File: src/rtl/palette_lookup_arbiter.sv
// palette_lookup_arbiter
//   Shares one combinational sprite palette lookup among NUM_REQ sprite renderers.
//   Round-robin arbitration with bursts of at most MAX_BURST lookups per owner.
//   The winning requester's index is driven to the palette; the returned RGB is
//   registered and handed back one cycle later, tagged with the requester ID.
//
// Ports
//   Clk          system clock, rising edge
//   reset_n      asynchronous active-low reset
//   frame_start  1-cycle pulse, forces the arbiter back to idle with pointer 0
//   req          per-requester lookup request, held until served
//   idx          per-requester palette index, slice i belongs to requester i
//   gnt          registered one-hot grant, zero when idle
//   pal_index    index to the palette (idx of owner while owning, else 0)
//   pal_red/green/blue  palette output for pal_index, same cycle
//   rsp_valid    result valid, one cycle after a lookup
//   rsp_id       requester that issued the lookup
//   rsp_red/green/blue  captured palette colour
module palette_lookup_arbiter #(
    parameter int unsigned NUM_REQ   = 4,
    parameter int unsigned IDX_W     = 4,
    parameter int unsigned MAX_BURST = 4
) (
    input  logic                       Clk,
    input  logic                       reset_n,
    input  logic                       frame_start,
    input  logic [NUM_REQ-1:0]         req,
    input  logic [NUM_REQ*IDX_W-1:0]   idx,
    output logic [NUM_REQ-1:0]         gnt,
    output logic [IDX_W-1:0]           pal_index,
    input  logic [3:0]                 pal_red,
    input  logic [3:0]                 pal_green,
    input  logic [3:0]                 pal_blue,
    output logic                       rsp_valid,
    output logic [$clog2(NUM_REQ)-1:0] rsp_id,
    output logic [3:0]                 rsp_red,
    output logic [3:0]                 rsp_green,
    output logic [3:0]                 rsp_blue
);

    localparam int unsigned ID_W  = $clog2(NUM_REQ);
    localparam int unsigned CNT_W = (MAX_BURST > 1) ? $clog2(MAX_BURST) : 1;

    localparam logic [0:0] ST_IDLE = 1'b0;
    localparam logic [0:0] ST_OWN  = 1'b1;

    logic [0:0]       state, state_d;
    logic [ID_W-1:0]  owner, owner_d;
    logic [ID_W-1:0]  ptr, ptr_d;
    logic [CNT_W-1:0] cnt, cnt_d;
    logic [NUM_REQ-1:0] gnt_d;
    logic [ID_W-1:0]  owner_inc;
    logic             fire;

    // First requester at or after 'start', wrapping modulo NUM_REQ.
    function automatic logic [ID_W-1:0] pick(input logic [NUM_REQ-1:0] r,
                                             input logic [ID_W-1:0]    start);
        logic [ID_W-1:0] res;
        logic            found;
        int unsigned     j;
        res   = start;
        found = 1'b0;
        for (int unsigned i = 0; i < NUM_REQ; i++) begin
            j = (32'(start) + i) % NUM_REQ;
            if (!found && r[j]) begin
                res   = ID_W'(j);
                found = 1'b1;
            end
        end
        return res;
    endfunction

    assign owner_inc = ID_W'((32'(owner) + 32'd1) % NUM_REQ);
    assign fire      = (state == ST_OWN) && req[owner];

    always_comb begin
        state_d = state;
        owner_d = owner;
        cnt_d   = cnt;
        ptr_d   = ptr;
        if (frame_start) begin
            state_d = ST_IDLE;
            ptr_d   = '0;
            cnt_d   = '0;
        end else if (state == ST_IDLE) begin
            if (|req) begin
                state_d = ST_OWN;
                owner_d = pick(req, ptr);
                cnt_d   = '0;
            end
        end else if (!req[owner]) begin
            // Owner withdrew without a lookup: hand over or go idle.
            ptr_d = owner_inc;
            cnt_d = '0;
            if (|req) begin
                owner_d = pick(req, owner_inc);
            end else begin
                state_d = ST_IDLE;
            end
        end else if (cnt != CNT_W'(MAX_BURST - 1)) begin
            cnt_d = cnt + 1'b1;
        end else begin
            // Burst exhausted; a lone requester simply wins again with no bubble.
            ptr_d   = owner_inc;
            owner_d = pick(req, owner_inc);
            cnt_d   = '0;
        end

        gnt_d = '0;
        if (state_d == ST_OWN) begin
            gnt_d = NUM_REQ'(1) << owner_d;
        end
    end

    always_ff @(posedge Clk or negedge reset_n) begin
        if (!reset_n) begin
            state <= ST_IDLE;
            owner <= '0;
            ptr   <= '0;
            cnt   <= '0;
            gnt   <= '0;
        end else begin
            state <= state_d;
            owner <= owner_d;
            ptr   <= ptr_d;
            cnt   <= cnt_d;
            gnt   <= gnt_d;
        end
    end

    // Response path is independent of frame_start so an in-flight lookup completes.
    always_ff @(posedge Clk or negedge reset_n) begin
        if (!reset_n) begin
            rsp_valid <= 1'b0;
            rsp_id    <= '0;
            rsp_red   <= '0;
            rsp_green <= '0;
            rsp_blue  <= '0;
        end else begin
            rsp_valid <= fire;
            if (fire) begin
                rsp_id    <= owner;
                rsp_red   <= pal_red;
                rsp_green <= pal_green;
                rsp_blue  <= pal_blue;
            end
        end
    end

    always_comb begin
        pal_index = '0;
        if (state == ST_OWN) begin
            for (int unsigned i = 0; i < NUM_REQ; i++) begin
                if (owner == ID_W'(i)) begin
                    pal_index = idx[i*IDX_W +: IDX_W];
                end
            end
        end
    end

endmodule

File: config.mk
export PLATFORM = sky130hd
export DESIGN_NAME = palette_lookup_arbiter
export DESIGN_NICKNAME = d
export VERILOG_FILES = /design/src/rtl/palette_lookup_arbiter.sv
export SDC_FILE = /design/constraint.sdc
export NUM_CORES = 1
export LEC_CHECK = 0
export BUFFER_PORTS_ARGS = -buffer_cell sky130_fd_sc_hd__buf_2
export CORE_MARGIN = 5
export CORE_UTILIZATION = 45
export DETAILED_ROUTE_END_ITERATION = 6
export GPL_TIMING_DRIVEN = 0
export PLACE_DENSITY = 0.76
export SYNTH_ARGS = -nofsm -noshare
export SYNTH_HDL_FRONTEND = slang
export SYNTH_SLANG_ARGS = --single-unit
File: constraint.sdc
create_clock -name Clk -period 5.78 [get_ports Clk]
set_input_delay 1.445 -clock Clk [delete_from_list [all_inputs] [get_ports Clk]]
set_output_delay 1.445 -clock Clk [all_outputs]
set_load 0.03 [all_outputs]
# After elaboration in Yosys (flattened, before gate mapping)

Index checks and enable logic that the tools add are counted.

Add/sub/neg operators: 8
$lt $le $gt $ge: 9
Equal/unequal tests: 5
Shift-type cells: 1
Mux-type cells: 93
Reduce and logical (&&, ||, !) cells: 24

Operator list:

| kind                                                | count |
|---|---|
| two-way mux 1 bit                                   | 54 |
| two-way mux 2 bit                                   | 24 |
| < comparator 2 x 3 -> 1 bit (second input constant) | 9 |
| two-way mux 4 bit                                   | 6 |
| binary-select mux 1 bit (select 2 bit)              | 9 |
| logical AND 1 bit                                   | 10 |
| logical NOT 1 bit                                   | 9 |
| adder 2 x 1 -> 2 bit (second input constant)        | 4 |
| adder 2 bit (second input constant)                 | 4 |
| == test 2 bit (second input constant)               | 2 |
| OR reduction 4 bit                                  | 1 |
| left shift 1 x 2 -> 4 bit (first input constant)    | 1 |
| inequality test 3 bit (second input constant)       | 1 |
| nonzero test 3 bit                                  | 1 |
| == test 2 x 1 -> 1 bit (second input constant)      | 1 |
| logical NOT 2 bit                                   | 1 |
| inequality test 2 bit (second input constant)       | 1 |
| AND reduction 2 bit                                 | 1 |
| nonzero test 2 bit                                  | 1 |

Register bits: 26
Word-level logic and storage cells: 150

# Logic depth before layout (Yosys ltp)

Gate-level depths: netlist (run 1).

Word-level depth: 31
Depth in mapped cells: 9

# Least setup slack after synthesis (run 1)

No wires, ideal clock.

Kind: in2out
Start point: input port idx[4]
End point: output port pal_index[0]
Arrival: 2284 ps
Required time: 4335 ps
Path slack: 2051 ps
Stages: 3
Path buffers: 0
Cells stage by stage: a221oi_1 > a211o_1 > a21oi_1

Cells in the longest elaborated chain, start to end: 4

RTL lines:

| item                           | RTL line | text |
|---|---|---|
| from (decl)                    | 28       | `input logic [NUM_REQ*IDX_W-1:0] idx,` |
| two-way mux 4 bit (3 in a row) | 154      | `if (owner == ID_W'(i)) begin` |
| two-way mux 4 bit              | 152      | `if (state == ST_OWN) begin` |
| to (decl)                      | 30       | `output logic [IDX_W-1:0] pal_index,` |

Every way passes these cells.

# Worst setup path after layout (run 1)

Start point: register owner[0]
End point: output port pal_index[1]

Cells in the longest elaborated chain, start to end: 6
Elaborated cells on any way between the ends: 9

RTL lines:

| item                           | RTL line | text |
|---|---|---|
| from (decl)                    | 48       | `logic [ID_W-1:0] owner, owner_d;` |
| from (signal assigned)         | 124      | `owner <= owner_d;` |
| logical NOT 2 bit              | 154      |  |
| two-way mux 4 bit (3 in a row) | 154      |  |
| two-way mux 4 bit *            | 154      |  |
| two-way mux 4 bit *            | 152      |  |

Every way passes the cells marked *; elsewhere a longest branch is shown, timed or not.

==> flow_metrics.env, run 1 <==
export IMPL_pre_cts_ws_ns=2.07
export IMPL_max_slew_margin_pct=63.3
export IMPL_synth_cell_types=44
export IMPL_gp_congestion=0.748
export IMPL_p_per_area_mw_per_mm2=463
export IMPL_die_width_um=68.6
export IMPL_antenna_left=0
export IMPL_switchingPower_uw=412
export IMPL_antenna_found_initial=0
export IMPL_fmax_mhz=267
export IMPL_power_frac_comb_pct=55.4
export IMPL_switching_share_pct=45.9
export IMPL_synth_warning_count=0
export IMPL_finalSetupViolCount=0
export IMPL_cts_setup_buffers=0
export IMPL_clock_power_share_pct=13.7
export IMPL_die_h_um=68.6
export IMPL_leakage_nw=1.01
export IMPL_finalCritPeriodShare_pct=64.8
export IMPL_drcViolationCount=0
export IMPL_postSynthCellCount=178
export IMPL_diodes=0
export IMPL_synth_seq_cells=26
export IMPL_grt_pass1_vias=1270
export IMPL_synth_ff_type="dfrtp_1"
export IMPL_clockBufferDepth=2
export IMPL_clk_pin_slew_ns=0.13
export IMPL_numCtsBuffers=3
export IMPL_critPathLaunchType="flop"
export IMPL_path_class="flop to primary output"
export IMPL_gr_usage_met2_pct=25.3
export IMPL_endpoint_kind="primary output"
export IMPL_syn_mean_instance_area_um2=8.70
export IMPL_use_met1_pct=19.4
export IMPL_vdd_drop_max_v=0.000262
export IMPL_use_met3_pct=3.40
export IMPL_layout_common_cells="59 x buf_2, 45 x nand2_1, 26 x dfrtp_1, 12 x inv_1, 10 x a21oi_1"
export IMPL_initial_core_util_pct=46.4
export IMPL_max_cap_violations=0
export IMPL_cts_resized=0
export IMPL_p_int_uw=486
export IMPL_track_usage_pct=14.8
export IMPL_grt_max_degree=27
export IMPL_syn_nets=218
export IMPL_syn_to_final_growth_pct=25.2
export IMPL_required_ns=4.34
export IMPL_grt_pass1_wl_um=5390
export IMPL_slowest_delay_ns=0.43
export IMPL_rsz0062_at_grt="false"
export IMPL_nFillCells=320
export IMPL_syn_area_mm2=0.00155
export IMPL_htree_levels=1
export IMPL_skew_ns=0.00415
export IMPL_cts_hold_buf=0
export IMPL_port_buffers=56
export IMPL_die_area_mm2=0.00471
export IMPL_synth_edf_count=0
export IMPL_boundaryPins=58
export IMPL_synth_largest_area_cell="dfrtp_1"
export IMPL_layout_commonest_cell="buf_2"
export IMPL_fin_nets=279
export IMPL_drtIter0Drc=63
export IMPL_drive_gt1_share_pct=31.9
export IMPL_grt_most_used_layer="met2"
export IMPL_cts_tree="built"
export IMPL_synth_top_area_share_pct=42.0
export IMPL_hold_slack_ns=0.489
export IMPL_cts_sinks=26
export IMPL_path_cells="buf_6, inv_1, ha_1, clkbuf_1, a221oi_1, a211o_1, a21oi_1, buf_2"
export IMPL_cp_slowest_cell="dfrtp_1"
export IMPL_clock_tree_root_cell="clkbuf_4"
export IMPL_min_path_type="flop to flop"
export IMPL_clock_latency_ns=0.32
export IMPL_core_area_mm2=0.00334
export IMPL_setup_ws_ns=2.03
export IMPL_gr_total_overflow=0
export IMPL_ys_async_sr_fraction_pct=100
export IMPL_hold_violations=0
export IMPL_fin_setup_tns_ns=0
export IMPL_post_route_min_period_ns=3.75
export IMPL_drv_slew=0
export IMPL_viasPerCell=5.13
export IMPL_status="finished clean"
export IMPL_vias=1457
export IMPL_drt_total_wl_um=3570
export IMPL_post_dp_hpwl_um=2730
export IMPL_wl_per_cell_um=12.6
export IMPL_num_rows=21
export IMPL_synth_area_leaders="dfrtp_1 42%, nand2_1 11%, ha_1 4.0%, a21oi_1 3.2%, inv_1 2.9%"
export IMPL_cp_max_fo=10
export IMPL_first_pass_iters=4
export IMPL_power_frac_seq_pct=30.9
export IMPL_tightest_slew_ns=0.550
export IMPL_ys_seq_area_share_pct=42.0
export IMPL_cp_arrival_ns=2.30
[worst paths after layout]
path                            slack, ns                   start  cells past startpoint                 endpoint
worst max-delay path                 2.03      owner[0]$_DFF_PN0_                      8             pal_index[1]
worst min-delay path                 0.49  rsp_red[2]$_DFFE_PN0P_                      2   rsp_red[2]$_DFFE_PN0P_
worst max register to register       3.41      owner[0]$_DFF_PN0_                      9         gnt[2]$_DFF_PN0_
worst min register to register       0.49  rsp_red[2]$_DFFE_PN0P_                      2   rsp_red[2]$_DFFE_PN0P_
max in group asynchronous            4.33                 reset_n                      1    rsp_id[1]$_DFFE_PN0P_
min in group asynchronous            1.09                 reset_n                      1  rsp_blue[2]$_DFFE_PN0P_
[power groups by stage]
stage	logic, mW	registers, mW	clock network, mW
after floorplan	0.254	0.391	0
after global placement	0.493	0.280	0
after detailed placement	0.499	0.282	0
after CTS	0.501	0.277	0.125
after global routing	0.545	0.288	0.134
final	0.498	0.277	0.123
[synthesized netlist by cell type, drive strengths merged, types with 2 or more instances]
cell type	instances
a211o	3
o21ai	6
nor4	2
nand2	45
clkbuf	5
a32oi	2
a21oi	10
and2	2
a221oi	4
nor2	9
nor3b	2
a211oi	2
nor2b	4
nor3	4
buf	8
inv	12
o31ai	2
dfrtp	26
nand3b	2
ha	5
o22ai	4
nand2b	3
or2	2
[per-stage QoR]
step                utilization, %  instance area (um2)  cells  total power, mW
floorplan                        -                 1550    178            0.645
CTS                           58.1                 1940    284            0.904
detailed placement            56.5                 1890    280            0.781
finish                        58.1                 1940    284            0.898
global route                  58.1                 1940    284            0.967
global placement              56.5                 1890    280            0.773
[layer usage]
metal | up-vias | share of wire, % | wire length [um]
li1 | 738 | - | -
met2 | 47 | 48 | 1730
met4 | 0 | 0.31 | 11
met1 | 669 | 44 | 1580
met5 | - | 0 | 0
met3 | 3 | 7.2 | 257
[registers in the layout, summed over array words and instances (netlist names)]
name,count
cnt,2
rsp_id,2
rsp_red,4
rsp_blue,4
owner,2
gnt,4
rsp_green,4
state,1
ptr,2
rsp_valid,1
[worst max-delay path, delay by kind of cell, from the launching register on]
| family | cells | cell delay [ns] |
|---|---|---|
| buffers and inverters | 4 | 0.83 |
| flip-flops | 1 | 0.43 |
| adder cells (fa/ha/maj) | 1 | 0.19 |
| AO/OA/AOI/OAI | 3 | 0.53 |
[cell type report]
type / instances / area (um2) / area share, %
inverters: 12 / 45.0 / 2.32
multi-input cells: 127 / 781 / 40.3
repair buffers: 56 / 280 / 14.5
flip-flops and latches: 26 / 651 / 33.6
well taps: 46 / 57.6 / 2.97
plain buffers: 13 / 71.3 / 3.68
clock inverters: 1 / 30.0 / 1.55
clock buffers: 3 / 22.5 / 1.16
[logic make-up (layout without fill, tap and decap cells)]
group | Yosys count | in the layout | synth area share, %
compound gates | 40 | 40 | 18.1
fa+ha+maj | 5 | 5 | 4.04
buf+inv | 25 | 85 | 7.52
flops | 26 | 26 | 42.0
mux | 2 | 2 | 2.10
simple gates | 80 | 80 | 26.2
Power figures use the tool's default switching activity.
==> run 2: changes to the inputs <==
--- a/config.mk
+++ b/config.mk
@@ -5,6 +5,7 @@
 export SDC_FILE = /design/constraint.sdc
 export NUM_CORES = 1
 export LEC_CHECK = 0
+export ABC_AREA = 1
 export BUFFER_PORTS_ARGS = -buffer_cell sky130_fd_sc_hd__buf_2
 export CORE_MARGIN = 5
 export CORE_UTILIZATION = 45
==> constraint.sdc (replaced) <==
create_clock -name Clk -period 3.25 [get_ports Clk]
set_input_delay 0.8125 -clock Clk [delete_from_list [all_inputs] [get_ports Clk]]
set_output_delay 0.8125 -clock Clk [all_outputs]
set_load 0.03 [all_outputs]
==> flow_metrics.env, run 2 <==
export IMPL_status="finished clean"
export IMPL_die_width_um=75.1
export IMPL_clock_power_share_pct=8.3
export IMPL_switchingPower_mw=1.28
export IMPL_fin_nets=354
export IMPL_grt_pass1_wl_um=6980
export IMPL_synthMostInstantiatedCell="nand2_1"
export IMPL_cts_tree="built"
export IMPL_synth_seq_cells=26
export IMPL_syn_area_mm2=0.00191
export IMPL_antenna_left=0
export IMPL_clk_pin_slew_ns=0.08
export IMPL_syn_nets=292
export IMPL_synth_edf_count=0
export IMPL_path_class="flop to primary output"
export IMPL_finalSetupViolCount=0
export IMPL_rsz0062_at_grt="false"
export IMPL_num_rows=23
export IMPL_diodes=0
export IMPL_cts_setup_buffers=0
export IMPL_track_usage_pct=15.4
export IMPL_layout_commonest_cell="nand2_1"
export IMPL_vdd_drop_max_v=0.000372
export IMPL_hold_violations=0
export IMPL_synth_top_area_share_pct=34.1
export IMPL_drt_total_wl_um=4400
export IMPL_p_int_mw=1.15
export IMPL_post_dp_hpwl_um=3420
export IMPL_cp_slowest_cell="dfrtp_1"
export IMPL_viasPerCell=4.94
export IMPL_htree_levels=1
export IMPL_wl_per_cell_um=12.1
export IMPL_drive_gt1_share_pct=37.7
export IMPL_seq_area_um2=651
export IMPL_numCtsBuffers=3
export IMPL_cp_max_fo=11
export IMPL_synth_area_leaders="dfrtp_1 34%, nand2_1 15%, mux2_2 7.1%, nand2_2 6.9%, nand3_1 6.3%"
export IMPL_clock_latency_ns=0.26
export IMPL_p_per_area_mw_per_mm2=1050
export IMPL_syn_to_final_growth_pct=21.1
export IMPL_power_frac_comb_pct=69.6
export IMPL_gp_congestion=0.885
export IMPL_slowest_delay_ns=0.46
export IMPL_ys_seq_area_share_pct=34.1
export IMPL_max_cap_violations=0
export IMPL_synth_ff_type="dfrtp_1"
export IMPL_clock_tree_root_cell="clkbuf_8"
export IMPL_core_area_mm2=0.00406
export IMPL_die_area_mm2=0.00564
export IMPL_cp_arrival_ns=2.07
export IMPL_required_ns=2.44
export IMPL_place_area_mm2=0.00226
export IMPL_switching_share_pct=52.7
export IMPL_multiInputGateArea_mm2=0.00111
export IMPL_postSynthCellCount=252
export IMPL_leakage_nw=1.22
export IMPL_max_slew_margin_pct=61.8
export IMPL_drtIter0Drc=56
export IMPL_post_route_min_period_ns=2.88
export IMPL_vias=1794
export IMPL_finalCritPeriodShare_pct=88.7
export IMPL_grt_pass1_vias=1582
export IMPL_total_power_mw=2.44
export IMPL_initial_core_util_pct=47.0
export IMPL_synth_warning_count=0
export IMPL_nFillCells=388
export IMPL_drv_slew=0
export IMPL_antenna_found_initial=0
export IMPL_port_buffers=57
export IMPL_tightest_slew_ns=0.573
export IMPL_skew_ns=0.00179
export IMPL_cts_resized=0
export IMPL_synth_cell_types=31
export IMPL_ys_async_sr_fraction_pct=100
export IMPL_syn_mean_instance_area_um2=7.57
export IMPL_fin_setup_tns_ns=0
export IMPL_gr_total_overflow=0
export IMPL_fmax_mhz=347
export IMPL_synth_largest_area_cell="dfrtp_1"
export IMPL_boundaryPins=58
export IMPL_clockBufferDepth=2
export IMPL_cts_sinks=26
export IMPL_endpoint_kind="primary output"
export IMPL_grt_max_degree=27
export IMPL_drcViolationCount=0
export IMPL_min_path_type="flop to flop"
export IMPL_path_cells="inv_2, buf_6, ha_1, clkbuf_1, o31ai_1, o21ai_0, nor2_1, buf_2"
export IMPL_critPathLaunchType="flop"
export IMPL_die_h_um=75.1
export IMPL_cts_hold_buf=0
export IMPL_synth_common_cells="74 x nand2_1, 26 x dfrtp_1, 24 x nand3_1, 22 x nor2_1, 21 x nand2_2"
export IMPL_layout_common_cells="74 x nand2_1, 57 x buf_2, 26 x dfrtp_1, 24 x nand3_1, 22 x nor2_1"
export IMPL_first_pass_iters=4
export IMPL_power_frac_seq_pct=22.1
export IMPL_final_area_mm2=0.00231
run 2: cell count changes after synthesis, moves of 7 or more:
cell / previous run / this run
inv_2: 0 / 7
nand2_1: 45 / 74
nand3_1: 0 / 24
nand2_2: 0 / 21
mux2_2: 0 / 12
nor2_1: 9 / 22
run 2: layout make-up:
class,instances,share of cell area [%]
multi-input combinational,199,48.2
sequential,26,28.2
timing repair buffer,57,12.3
inverter,21,3.52
tap,50,2.71
buffer,6,2.65
clock buffer,4,2.38
run 2: final timing paths:
path | startpoint | endpoint | slack (ns) | cells after the start
worst max-delay path | owner[0]$_DFF_PN0_ | pal_index[1] | 0.37 | 8
worst min-delay path | rsp_id[0]$_DFFE_PN0P_ | rsp_id[0]$_DFFE_PN0P_ | 0.50 | 1
worst max register to register | owner[0]$_DFF_PN0_ | gnt[3]$_DFF_PN0_ | 0.87 | 16
worst min register to register | rsp_id[0]$_DFFE_PN0P_ | rsp_id[0]$_DFFE_PN0P_ | 0.50 | 1
max in group asynchronous | reset_n | cnt[1]$_DFFE_PN0P_ | 2.34 | 1
min in group asynchronous | reset_n | rsp_green[3]$_DFFE_PN0P_ | 0.53 | 1
run 2: per-stage QoR:
stage          instances  hold slack (ns)  worst slack (ns)  util [%]
6_report             363            0.495             0.368      57.0
5_1_grt              363            0.518             0.201      57.0
4_1_cts              363            0.499             0.362      57.0
3_5_place_dp         359            0.479             0.672      55.6
3_3_place_gp         359            0.471             0.670      55.6
2_1_floorplan        252            0.513             0.758         -
run 2: cell families (layout without fill, tap and decap cells):
family                   after synthesis  in the layout  synth area share [%]
AND/OR/NAND/NOR                      154            154                  39.1
AO/OA/AOI/OAI                         28             28                  8.92
buffers and inverters                 27             88                  7.48
flip-flops                            26             26                  34.1
multiplexers                          12             12                  7.08
adder cells (fa/ha/maj)                5              5                  3.28
run 2: metal layers:
layer  vias to the layer above  share of wire, %  track usage, %
met1                       802                46            21.4
met3                         2               6.3            2.00
met2                        44                47            25.6
met4                         0              0.59            3.36
met5                         -                 0               0
li1                        946                 -               -
run 2: power groups by stage:
stage	clock (mW)	sequential, mW	combinational (mW)
2_1_floorplan	0	0.756	1.11
3_3_place_gp	0	0.537	1.67
3_5_place_dp	0	0.545	1.69
4_1_cts	0.209	0.541	1.70
5_1_grt	0.221	0.558	1.88
6_report	0.203	0.538	1.70
run 2: worst max-delay path, delay by kind of cell (launching register included):
kind	cells	cell delay, ns
flops	1	0.46
fa+ha+maj	1	0.19
buf+inv	4	0.64
compound gates	2	0.42
simple gates	1	0.09
